**config.mk**
```make
export PLATFORM = sky130hd
export DESIGN_NAME = fx3_slave_fifo_responder
export DESIGN_NICKNAME = d
export VERILOG_FILES = /design/src/rtl/fx3_pkg.sv /design/src/rtl/fx3_sock_fifo.sv /design/src/rtl/fx3_slave_fifo_responder.sv
export SDC_FILE = /design/constraint.sdc
export NUM_CORES = 1
export LEC_CHECK = 0
export ABC_AREA = 1
export CAP_MARGIN = 20
export CELL_PAD_IN_SITES_DETAIL_PLACEMENT = 0
export CELL_PAD_IN_SITES_GLOBAL_PLACEMENT = 1
export CORE_UTILIZATION = 33
export CTS_BUF_LIST = sky130_fd_sc_hd__clkbuf_8
export CTS_CLUSTER_DIAMETER = 200
export CTS_CLUSTER_SIZE = 16
export DETAILED_ROUTE_END_ITERATION = 10
export PLACE_DENSITY_LB_ADDON = 0.1
export SLEW_MARGIN = 20
export SYNTH_ARGS = -nofsm -noshare
export SYNTH_HDL_FRONTEND = slang
export SYNTH_SLANG_ARGS = --single-unit
export TNS_END_PERCENT = 1
```
**constraint.sdc**
```tcl
create_clock -name clk_100 -period 11.35 [get_ports clk_100]
set_input_delay 1.135 -clock clk_100 [delete_from_list [all_inputs] [get_ports clk_100]]
set_output_delay 1.135 -clock clk_100 [all_outputs]
set_load 0.05 [all_outputs]
```
**src/rtl/fx3_pkg.sv**
```systemverilog
// fx3_pkg: constants shared by the FX3 slave-FIFO responder.
//   ADDR_RD / ADDR_WR : socket addresses as seen on the addr bus
//   DQ_W              : data bus width
//   FLAG_*            : bit positions of FLAGA..FLAGD inside the flag register
//   FLAG_RESET        : flag register value while reset is held
package fx3_pkg;

  localparam logic [1:0] ADDR_RD = 2'b11;
  localparam logic [1:0] ADDR_WR = 2'b00;
  localparam int         DQ_W    = 32;

  localparam int FLAG_A = 0;   // write socket not full
  localparam int FLAG_B = 1;   // write socket free slots above watermark
  localparam int FLAG_C = 2;   // read socket not empty
  localparam int FLAG_D = 3;   // read socket fill above watermark

  // Both buffers are empty in reset: write-side flags high, read-side low.
  localparam logic [3:0] FLAG_RESET = 4'b0011;

endpackage

```
**src/rtl/fx3_sock_fifo.sv**
```systemverilog
// fx3_sock_fifo: synchronous show-ahead FIFO used for one FX3 socket buffer.
//   clk_100, reset_  : clock, asynchronous active-low reset
//   push, push_data  : write request and word (ignored while full)
//   pop              : read request (ignored while empty)
//   mark_last        : set the top bit of the most recently written word
//   head             : word at the read pointer (valid while !empty)
//   count            : current occupancy
//   count_next       : occupancy after the current edge
//   full, empty      : occupancy status
module fx3_sock_fifo #(
  parameter int W     = 32,
  parameter int DEPTH = 16
) (
  input  logic                       clk_100,
  input  logic                       reset_,
  input  logic                       push,
  input  logic [W-1:0]               push_data,
  input  logic                       pop,
  input  logic                       mark_last,
  output logic [W-1:0]               head,
  output logic [$clog2(DEPTH):0]     count,
  output logic [$clog2(DEPTH):0]     count_next,
  output logic                       full,
  output logic                       empty
);

  localparam int AW = $clog2(DEPTH);
  localparam int CW = AW + 1;

  logic [W-1:0]  mem [DEPTH];
  logic [AW-1:0] wr_ptr_reg;
  logic [AW-1:0] rd_ptr_reg;
  logic [CW-1:0] count_reg;
  logic          do_push;
  logic          do_pop;

  assign full    = (count_reg == CW'(DEPTH));
  assign empty   = (count_reg == '0);
  assign do_push = push & ~full;
  assign do_pop  = pop & ~empty;
  assign head    = mem[rd_ptr_reg];
  assign count   = count_reg;

  assign count_next = count_reg + {{(CW-1){1'b0}}, do_push}
                                - {{(CW-1){1'b0}}, do_pop};

  // Storage carries no reset; only pointers and occupancy define contents.
  always_ff @(posedge clk_100) begin
    if (do_push) begin
      mem[wr_ptr_reg] <= push_data;
    end else if (mark_last && !empty) begin
      mem[wr_ptr_reg - AW'(1)][W-1] <= 1'b1;
    end
  end

  // Pointers wrap naturally because DEPTH is a power of two.
  always_ff @(posedge clk_100 or negedge reset_) begin
    if (!reset_) begin
      wr_ptr_reg <= '0;
      rd_ptr_reg <= '0;
      count_reg  <= '0;
    end else begin
      if (do_push) wr_ptr_reg <= wr_ptr_reg + AW'(1);
      if (do_pop)  rd_ptr_reg <= rd_ptr_reg + AW'(1);
      count_reg <= count_next;
    end
  end

endmodule

```
**src/rtl/fx3_slave_fifo_responder.sv**
```systemverilog
// fx3_slave_fifo_responder: device-side model of the FX3 synchronous 32-bit
// slave FIFO.
//   Bus side   : slcs_n, addr, slrd_n, slwr_n, sloe_n, pktend_n, dq_i in;
//                dq_o, dq_oe, flaga..flagd out
//   Host side  : h2f_data/h2f_valid/h2f_ready fill the read socket (addr 3);
//                f2h_data/f2h_last/f2h_valid/f2h_ready drain the write
//                socket (addr 0)
//   Status     : rd_underflow, wr_overflow (sticky until reset)
module fx3_slave_fifo_responder
  import fx3_pkg::*;
#(
  parameter int DEPTH  = 16,
  parameter int RD_LAT = 2,
  parameter int RD_WM  = 4,
  parameter int WR_WM  = 4
) (
  input  logic            clk_100,
  input  logic            reset_,
  input  logic            slcs_n,
  input  logic [1:0]      addr,
  input  logic            slrd_n,
  input  logic            slwr_n,
  input  logic            sloe_n,
  input  logic            pktend_n,
  input  logic [DQ_W-1:0] dq_i,
  output logic [DQ_W-1:0] dq_o,
  output logic            dq_oe,
  output logic            flaga,
  output logic            flagb,
  output logic            flagc,
  output logic            flagd,
  input  logic [DQ_W-1:0] h2f_data,
  input  logic            h2f_valid,
  output logic            h2f_ready,
  output logic [DQ_W-1:0] f2h_data,
  output logic            f2h_last,
  output logic            f2h_valid,
  input  logic            f2h_ready,
  output logic            rd_underflow,
  output logic            wr_overflow
);

  localparam int CW = $clog2(DEPTH) + 1;

  // Strobe decode
  logic rd_sel, wr_sel, rd_hit, wr_hit, zlp_hit;
  assign rd_sel  = ~slcs_n & (addr == ADDR_RD);
  assign wr_sel  = ~slcs_n & (addr == ADDR_WR);
  assign rd_hit  = rd_sel & ~slrd_n;
  assign wr_hit  = wr_sel & ~slwr_n;
  assign zlp_hit = wr_sel & slwr_n & ~pktend_n;
  assign dq_oe   = rd_sel & ~sloe_n;

  // Read socket: host pushes, bus pops
  logic [DQ_W-1:0] rd_head;
  logic [CW-1:0]   rd_count, rd_count_next;
  logic            rd_full, rd_empty, rd_pop;

  assign rd_pop    = rd_hit & ~rd_empty;
  assign h2f_ready = ~rd_full;

  fx3_sock_fifo #(.W(DQ_W), .DEPTH(DEPTH)) u_rd_sock (
    .clk_100    (clk_100),
    .reset_     (reset_),
    .push       (h2f_valid),
    .push_data  (h2f_data),
    .pop        (rd_pop),
    .mark_last  (1'b0),
    .head       (rd_head),
    .count      (rd_count),
    .count_next (rd_count_next),
    .full       (rd_full),
    .empty      (rd_empty)
  );

  // Write socket: bus pushes {last, data}, host pops
  logic [DQ_W:0] wr_head;
  logic [CW-1:0] wr_count, wr_count_next;
  logic          wr_full, wr_empty;

  assign f2h_data  = wr_head[DQ_W-1:0];
  assign f2h_last  = wr_head[DQ_W];
  assign f2h_valid = ~wr_empty;

  fx3_sock_fifo #(.W(DQ_W + 1), .DEPTH(DEPTH)) u_wr_sock (
    .clk_100    (clk_100),
    .reset_     (reset_),
    .push       (wr_hit),
    .push_data  ({~pktend_n, dq_i}),
    .pop        (f2h_ready),
    .mark_last  (zlp_hit),
    .head       (wr_head),
    .count      (wr_count),
    .count_next (wr_count_next),
    .full       (wr_full),
    .empty      (wr_empty)
  );

  // Read latency pipeline: the popped word is captured at the pop edge and
  // reaches dq_o RD_LAT edges later; dq_o holds when no word arrives.
  logic [DQ_W-1:0] pipe_data_reg [RD_LAT];
  logic [RD_LAT-1:0] pipe_vld_reg;
  logic [DQ_W-1:0] dq_o_reg;

  always_ff @(posedge clk_100 or negedge reset_) begin
    if (!reset_) begin
      for (int i = 0; i < RD_LAT; i++) pipe_data_reg[i] <= '0;
      pipe_vld_reg <= '0;
      dq_o_reg     <= '0;
    end else begin
      pipe_data_reg[0] <= rd_head;
      pipe_vld_reg[0]  <= rd_pop;
      for (int i = 1; i < RD_LAT; i++) begin
        pipe_data_reg[i] <= pipe_data_reg[i-1];
        pipe_vld_reg[i]  <= pipe_vld_reg[i-1];
      end
      if (pipe_vld_reg[RD_LAT-1]) dq_o_reg <= pipe_data_reg[RD_LAT-1];
    end
  end

  assign dq_o = dq_o_reg;

  // Flags follow post-edge occupancy so they never lag an operation.
  logic [3:0]    flag_reg;
  logic [3:0]    flag_next;
  logic [CW-1:0] wr_free_next;

  assign wr_free_next = CW'(DEPTH) - wr_count_next;

  always_comb begin
    flag_next         = '0;
    flag_next[FLAG_A] = (wr_count_next < CW'(DEPTH));
    flag_next[FLAG_B] = (wr_free_next > CW'(WR_WM));
    flag_next[FLAG_C] = (rd_count_next != '0);
    flag_next[FLAG_D] = (rd_count_next > CW'(RD_WM));
  end

  logic rd_underflow_reg, wr_overflow_reg;

  always_ff @(posedge clk_100 or negedge reset_) begin
    if (!reset_) begin
      flag_reg         <= FLAG_RESET;
      rd_underflow_reg <= 1'b0;
      wr_overflow_reg  <= 1'b0;
    end else begin
      flag_reg <= flag_next;
      if (rd_hit && rd_empty) rd_underflow_reg <= 1'b1;
      if (wr_hit && wr_full)  wr_overflow_reg  <= 1'b1;
    end
  end

  assign flaga        = flag_reg[FLAG_A];
  assign flagb        = flag_reg[FLAG_B];
  assign flagc        = flag_reg[FLAG_C];
  assign flagd        = flag_reg[FLAG_D];
  assign rd_underflow = rd_underflow_reg;
  assign wr_overflow  = wr_overflow_reg;

  // Occupancy counts are only needed through count_next for the flags.
  logic unused_counts;
  assign unused_counts = ^{rd_count, wr_count};

endmodule

```
==> results of run 1 <==
==> worst max-delay path: stages (launching register included) <==
cell and delay [ns]:
dfrtp_4 0.76, inv_6 0.67, buf_4 0.91, buf_4 0.70
nor2_1 0.09, nor2_1 0.10, o21ai_0 0.09, o211ai_1 0.13
nand3_1 0.11, nand2_1 0.18, clkdlybuf4s50_1 0.83
==> power groups by stage <==
stage	Clock [mW]	Combinational [mW]	Sequential, mW
6_report	2.06	4.76	5.45
4_1_cts	2.16	4.86	5.46
3_5_place_dp	0	4.84	5.55
2_1_floorplan	0	3.13	5.59
5_1_grt	2.29	5.25	5.51
3_3_place_gp	0	4.79	5.55
==> worst max path at each step <==
| stage | to | slack, ns | cells past startpoint |
|---|---|---|---|
| detailed placement | f2h_data[30] | 5.48 | 10 |
| CTS | f2h_data[30] | 4.55 | 10 |
| floorplan | u_wr_sock.mem[4][0] | 6.77 | 7 |
| finish | f2h_data[30] | 4.78 | 10 |
| global placement | f2h_data[7] | 5.50 | 10 |
| global route | f2h_data[25] | 4.26 | 10 |
==> cells by family (layout without fill, tap and decap cells) <==
kind of cell | count (synthesis) | in the layout | synth area share, %
compound gates | 795 | 795 | 10.1
mux | 32 | 32 | 0.783
xor+xnor | 20 | 20 | 0.381
fa+ha+maj | 23 | 23 | 0.658
other cells | 0 | 2 | 0
flops | 1170 | 1170 | 74.9
buf+inv | 308 | 430 | 3.08
simple gates | 1153 | 1153 | 10.1
==> final cells by class <==
| cell class | count | area, um2 | share of cell area [%] |
|---|---|---|---|
| Tap cell | 1794 | 2240 | 4.42 |
| Clock inverter | 52 | 213 | 0.419 |
| Inverter | 83 | 322 | 0.633 |
| Antenna cell | 2 | 5.00 | 0.00986 |
| Timing Repair Buffer | 209 | 1960 | 3.86 |
| Clock buffer | 86 | 1180 | 2.33 |
| Multi-Input combinational cell | 2023 | 10300 | 20.4 |
| Sequential cell | 1170 | 34500 | 68.0 |
==> layer usage <==
| layer | track usage [%] | wire length (um) | vias to the layer above |
|---|---|---|---|
| met4 | 4.04 | 2520 | 10 |
| li1 | - | - | 12700 |
| met1 | 23.4 | 56800 | 14100 |
| met3 | 2.68 | 4710 | 161 |
| met5 | 0 | 57 | - |
| met2 | 31.7 | 64200 | 515 |
==> cell usage after synthesis (all sizes together), types with 2 or more instances <==
cell type,n
mux2,32
ha,21
dfrtp,128
nor3,18
nand3,146
dfstp,2
xor2,15
o21bai,2
o211ai,249
edfxtp,1040
clkinv,2
a21oi,5
nor2,852
inv,81
xnor2,5
clkbuf,113
o221ai,11
fa,2
buf,112
o21ai,527
nand2,129
nand4,5
==> per-stage QoR <==
step / util (%) / setup WS (ns) / cells / power (mW)
2_1_floorplan: - / 6.77 / 3501 / 8.73
3_3_place_gp: 35.8 / 5.50 / 5278 / 10.3
3_5_place_dp: 35.8 / 5.48 / 5278 / 10.4
4_1_cts: 36.8 / 4.55 / 5416 / 12.5
5_1_grt: 36.8 / 4.26 / 5419 / 13.0
6_report: 36.8 / 4.78 / 5419 / 12.3
==> summary by stage, run 1 <==
Clocking
The count of clock tree sinks is 1170. The count of H-tree levels built during CTS is 3. The count of cells resized by post-cts repair is 0. In this run the deepest clock path goes through 3 buffers.

The number of clock buffers added by TritonCTS is 83. The clock-pin slew reported for the worst setup and hold paths after clock tree synthesis is about 0.10 ns. TritonCTS built the clock tree. The clock root buffer is clkbuf_8. The clock latency of the later-clocked register in the worst-skew pair is 0.80 ns. The number of buffers inserted for hold repair after clock tree synthesis is 0.

The number of setup buffers added after CTS is 0.

Synth
Ranked by total cell area, the synthesized netlist is headed by edfxtp_1, dfrtp_1, nor2_1. The number of different library cells in the post-synthesis netlist is 40. Synthesis produced a netlist with a net count of 3599. Counting flops and latches in the post-synthesis netlist gives 1170. The dominant register cell in the synthesized netlist is edfxtp_1.

The largest total area in the synthesized netlist belongs to edfxtp_1. The mapped netlist covers 46000 um2. The count of flip-flops with a built-in enable after synthesis is 1040. The synthesized design devotes to its leading area cell type 67.9% of total area. The number of warnings reported in the yosys synthesis log is 0. The share of synthesized registers carrying an async set or reset is approximately 11%. Synthesis produced a netlist whose cell count is 3501. The synthesized area per cell is 13.1 um2. The proportion of synthesized chip area in sequential cells is 74.9%.

Routing
The number of design rule violations left after detail routing is 0. The number of iterations in the first detailed-routing pass is 7. After the first detailed-routing iteration, the DRC count stood at 1810.

The routed wire length is roughly 130 mm. After detailed routing, the number of vias per cell comes to 5.08. Across all layers, the routed design uses 27500 vias. The number of nets with antenna violations after routing is 0. In the final routed layout, each cell accounts on average for 23.7 um.

Power
The fraction of power consumed by combinational cells is 38.8%. The part of the total power dissipated in the clock network is between 10% and 20%. In this run the power spent charging and discharging nets is 5.03 mW. The internal portion of total power is 7.24 mW. The power density normalized to cell area is 242 nW/um2. In this run switching power makes up 41.0% of total power.

The total leakage power is about 17 nW. The worst voltage drop across the vdd grid is 0.000141 V. The share of total power dissipated in sequential elements is 44.4%.

Timing
The sum of negative setup slack is 0 ns. Based on the critical path, the design can be clocked at up to 152 MHz. The hold slack is 0.355 ns. The final setup skew is between 0.05 and 0.06 ns. The number of failing hold endpoints at the final stage came to 0.

The worst pin sits at a relative slew slack of 29.5%. At the pin with the least slew margin, the transition time is 1.06 ns. The final period utilization is around 58%.

Setup repair after global routing left no endpoint under its margin. The final count of pins violating max slew came to 0. The final critical path time including I/O delays and setup is 6.57 ns.

Setup violations remaining at the end of the flow were counted as 0.

GRT
The wire length of the first global-routing pass is 186 mm. The via count of the first global-routing pass is 27500. The total routing resource utilization after global routing is between 10% and 20%.

Entering global routing, the biggest net connects 111 pins. The initial antenna violation count is 11. The leftover overflow at the end of global routing is 0.

Die
The floorplan step set the die width to 375 um. The initial utilization of the core area, before any placement, comes to between 30% and 40%. The number of placed I/O pins is 149. The overall die area is 141000 um2. In this run the standard cell core region covers 138000 um2. The floorplan has ~140 rows. The die outline height is ~380 um.

Run status
The flow ran to the end, and the final reports show no timing, DRC or antenna violations.

Critical path
The startpoint type of the worst setup path is a register. The biggest fanout along the worst timing path is 110. The critical path capture point type is an output pin. The critical path is of the register to output pin type. The startpoint identified for the worst register-to-register timing path is u_rd_sock.rd_ptr_reg[0]. In this run the critical register-to-register path is captured at pipe_data_reg[38]. The endpoint arrival time on the critical path is 5.43 ns. The required time of the critical path is 10.22 ns. The reg2reg setup slack is 8.02 ns.

Measured in cells, the most critical reg-to-reg path has a length of 8. In this run the worst setup path begins at u_wr_sock.rd_ptr_reg[0].

Layout
The number of nets in the layout is between 3000 and 4000. The flip-flop count of the largest register, all copies and words added is between 500 and 600. The fraction of final layout cells sized beyond drive strength 1 is 6.79%. Once layout is done, the placed cells without fillers occupy 50800 um2. From synthesis to final layout, the design area changed by 10.3%. In the layout the commonest cells are edfxtp_1, nor2_1, o21ai_0. The most frequent standard cell in the layout excluding fill and tap cells is edfxtp_1. Counting the fill cells in the layout gives 13100.

Min path
Along the worst hold path, the cell count comes to 0. For hold timing, the worst endpoint is pipe_data_reg[4]. The tightest min-delay check is of the register to register type.

The hold path startpoint is pipe_data_reg[36].

Placement
The placed instance area is 49300 um2. During placement, the flow inserted port buffers numbering 148. Once detailed placement completed, the half-perimeter wirelength came to 61.9 mm. The final weighted congestion of routability-driven global placement is roughly 0.75.

Run
The number of max-capacitance violations reported is 0.
No activity file was read; power rests on OpenSTA's default activity.
==> run 2, diff against run 1 <==
==> constraint.sdc (replaced) <==
create_clock -name clk_100 -period 5.8 [get_ports clk_100]
set_input_delay 0.58 -clock clk_100 [delete_from_list [all_inputs] [get_ports clk_100]]
set_output_delay 0.58 -clock clk_100 [all_outputs]
set_load 0.05 [all_outputs]
==> run 2 against run 1 <==
Flip-flop and latch count did not move. Register-to-register slack got worse by 5.5 ns. Critical path depth down 4. Critical path type unchanged. Highest routed layer unchanged.
==> summary by stage, run 2 (synthesis results as in run 1) <==
Placement
The placement-stage worst setup slack is 1.82 ns. In this run, placement finished with an instance count of roughly 5300. The final weighted congestion of routability-driven global placement is approximately 0.75.

Buffers placed on the I/O ports in this run total 148. The wire-length estimate of the detail-placed layout is around 66 mm.

GRT
The via count of the first global-routing pass is 28100. Global routing finished with a remaining overflow of 0. The total routing resource utilization after global routing is between 10% and 20%. The wire length of the first global-routing pass is 191 mm.

The maximum number of pins on one net before global-route repair is 193. The initial antenna violation count is 14.

Critical path
The critical setup path kind is register to output pin. The biggest fanout along the worst timing path is 38. The worst setup path is captured at an output pin. The required time of the critical path is 5.22 ns.

STA classifies the critical path startpoint as a register. The endpoint arrival time on the critical path is roughly 4.1 ns.

Clocking
TritonCTS built the clock tree. The count of H-tree levels built during CTS is 3. Clock tree synthesis inserted a total of 83 buffers. The tree is rooted in a clkbuf_8. The longest clock path from root to sink contains 3 buffers. At the later pin of the worst-skew pair, clock insertion delay measures 0.80 ns.

Clock-pin slew was measured on the worst setup and hold paths at 0.11 ns. For this design, the sink count on the clock tree is about 1200.

Routing
The violation count after the first detailed-routing iteration is between 1500 and 2000. The routed length per instance is 23.9 um. The number of nets with antenna violations after routing is 0. The number of design rule violations left after detail routing is 0. The number of vias per cell is 5.07. The routed design has around 130 mm of wire. For this run, the detailed router's first-pass iteration total came to 8. For this block, the via count after detailed routing is 27600.

Die
The site row count is 136. The initial utilization of the core area, before any placement, comes to between 30% and 40%. The floorplan core area is 138000 um2.

The floorplan step defined a die boundary enclosing ~140000 um2. During I/O placement, the number of pins put on the boundary was 149. The die span in x is approximately 380 um. The die outline height is 375 um.

Timing
Setup repair after global routing left no endpoint under its margin. The final critical path takes up 81.3% of the cycle. The routed design could run at a clock period as short as 4.72 ns.

The number of failing hold endpoints at the final stage is 0. Based on the critical path, the design can be clocked at up to approximately 210 MHz. The slew of the pin with the lowest slew margin is 1.09 ns. Across all hold checks on the routed design, the worst slack comes to 0.350 ns. The final count of pins violating max slew is 0.

After routing, the total negative slack on setup checks comes to 0 ns. Clock skew on the completed layout was measured at 0.0323 ns. The headroom to the max-slew limit is 27.0%. Setup violations remaining at the end of the flow were counted as 0. The least setup slack across all paths after layout is 1.08 ns.

Power
The total leakage power is about 17 nW. For this design the ratio of total power to cell area is 475 nW/um2. IR analysis of the VDD net gives a maximum drop of 0.000390 V.

Layout
The final layout contains 3679 nets. At the end of the flow the core is filled with cells to 37.0%. The library cell used most frequently in the layout, excluding fill and tap cells, is edfxtp_1. The layout overhead on the synthesized area is 10.8%.

The register with the most flip-flops in the layout has about 530 of them. Excluding fillers, the count of instances in the completed layout stands at 5435. The fraction of final layout cells sized beyond drive strength 1 is 7.29%. Summing all multi-input logic gate instances after layout gives slightly above 10000 um2.

The final-layout fill cell count is 13200. The top cell types in the final layout, fill and taps aside, are edfxtp_1, nor2_1, o21ai_0. Registers take roughly 35000 um2.

Run
Max-cap violations in this run came to 0.

Min path
The worst hold path class is register to register.

Run status
The run finished with clean final reports.
-- run 2: cell types whose count changed in the layout (fill, tap and decap cells not counted), sizes merged --
cell / delta
clkinvlp: +1
inv: +1
dlygate4sd3: +1
diode: +3
buf: +10
-- run 2: per-layer routing --
layer	vias up	track usage [%]	routed length (um)
li1	12800	-	-
met1	14100	23.4	56300
met2	495	32.4	65800
met3	182	2.56	4400
met4	10	4.90	3170
met5	-	0	75
-- run 2: worst paths after layout --
| kind | from | endpoint | slack, ns | cells after the start |
|---|---|---|---|---|
| worst min register to register | pipe_data_reg[41] | pipe_data_reg[9] | 0.35 | 0 |
| max in group asynchronous | reset_ | u_rd_sock.rd_ptr_reg[0] | 4.13 | 3 |
| min in group asynchronous | reset_ | dq_o[19] | 0.38 | 2 |
| worst max-delay path | u_wr_sock.rd_ptr_reg[2] | f2h_data[25] | 1.08 | 6 |
| worst max register to register | u_wr_sock.count[3] | flag_reg[1] | 2.53 | 14 |
| worst min-delay path | pipe_data_reg[41] | pipe_data_reg[9] | 0.35 | 0 |
-- run 2: final cells by class --
class | instances | share of cell area, %
inverters | 83 | 0.636
repair buffers | 220 | 4.14
clock buffers | 86 | 2.32
well taps | 1794 | 4.40
diodes | 5 | 0.0245
multi-input cells | 2023 | 20.3
flip-flops and latches | 1170 | 67.7
clock inverters | 54 | 0.459
-- run 2: worst max-delay path, stage by stage (launching register included) --
cell and delay (ns):
dfrtp_2 0.93, inv_2 0.65, buf_4 0.43, o211ai_1 0.13, nand3_1 0.13, nand2_1 0.20, clkdlybuf4s50_1 0.84
-- run 2: repair_timing --
action / 4_1_cts / 5_1_grt
hold endpoints to repair: 64 / 0
gates resized for setup: 0 / 0
hold buffers: 1 / 0
setup buffers: 0 / 0
-- run 2: per-stage QoR --
stage | power, mW | cell area (um2)
detailed placement | 20.5 | 49500
global route | 25.7 | 51000
floorplan | 17.1 | 46000
finish | 24.2 | 51000
CTS | 24.6 | 50900
global placement | 20.4 | 49400
-- run 2: power breakdown --
part	internal (mW)	switching [mW]	leakage [nW]
Combinational	2.73	6.85	4.86
Sequential	10.1	0.446	10.9
Clock	1.39	2.69	0.900
Total	14.2	9.99	16.7
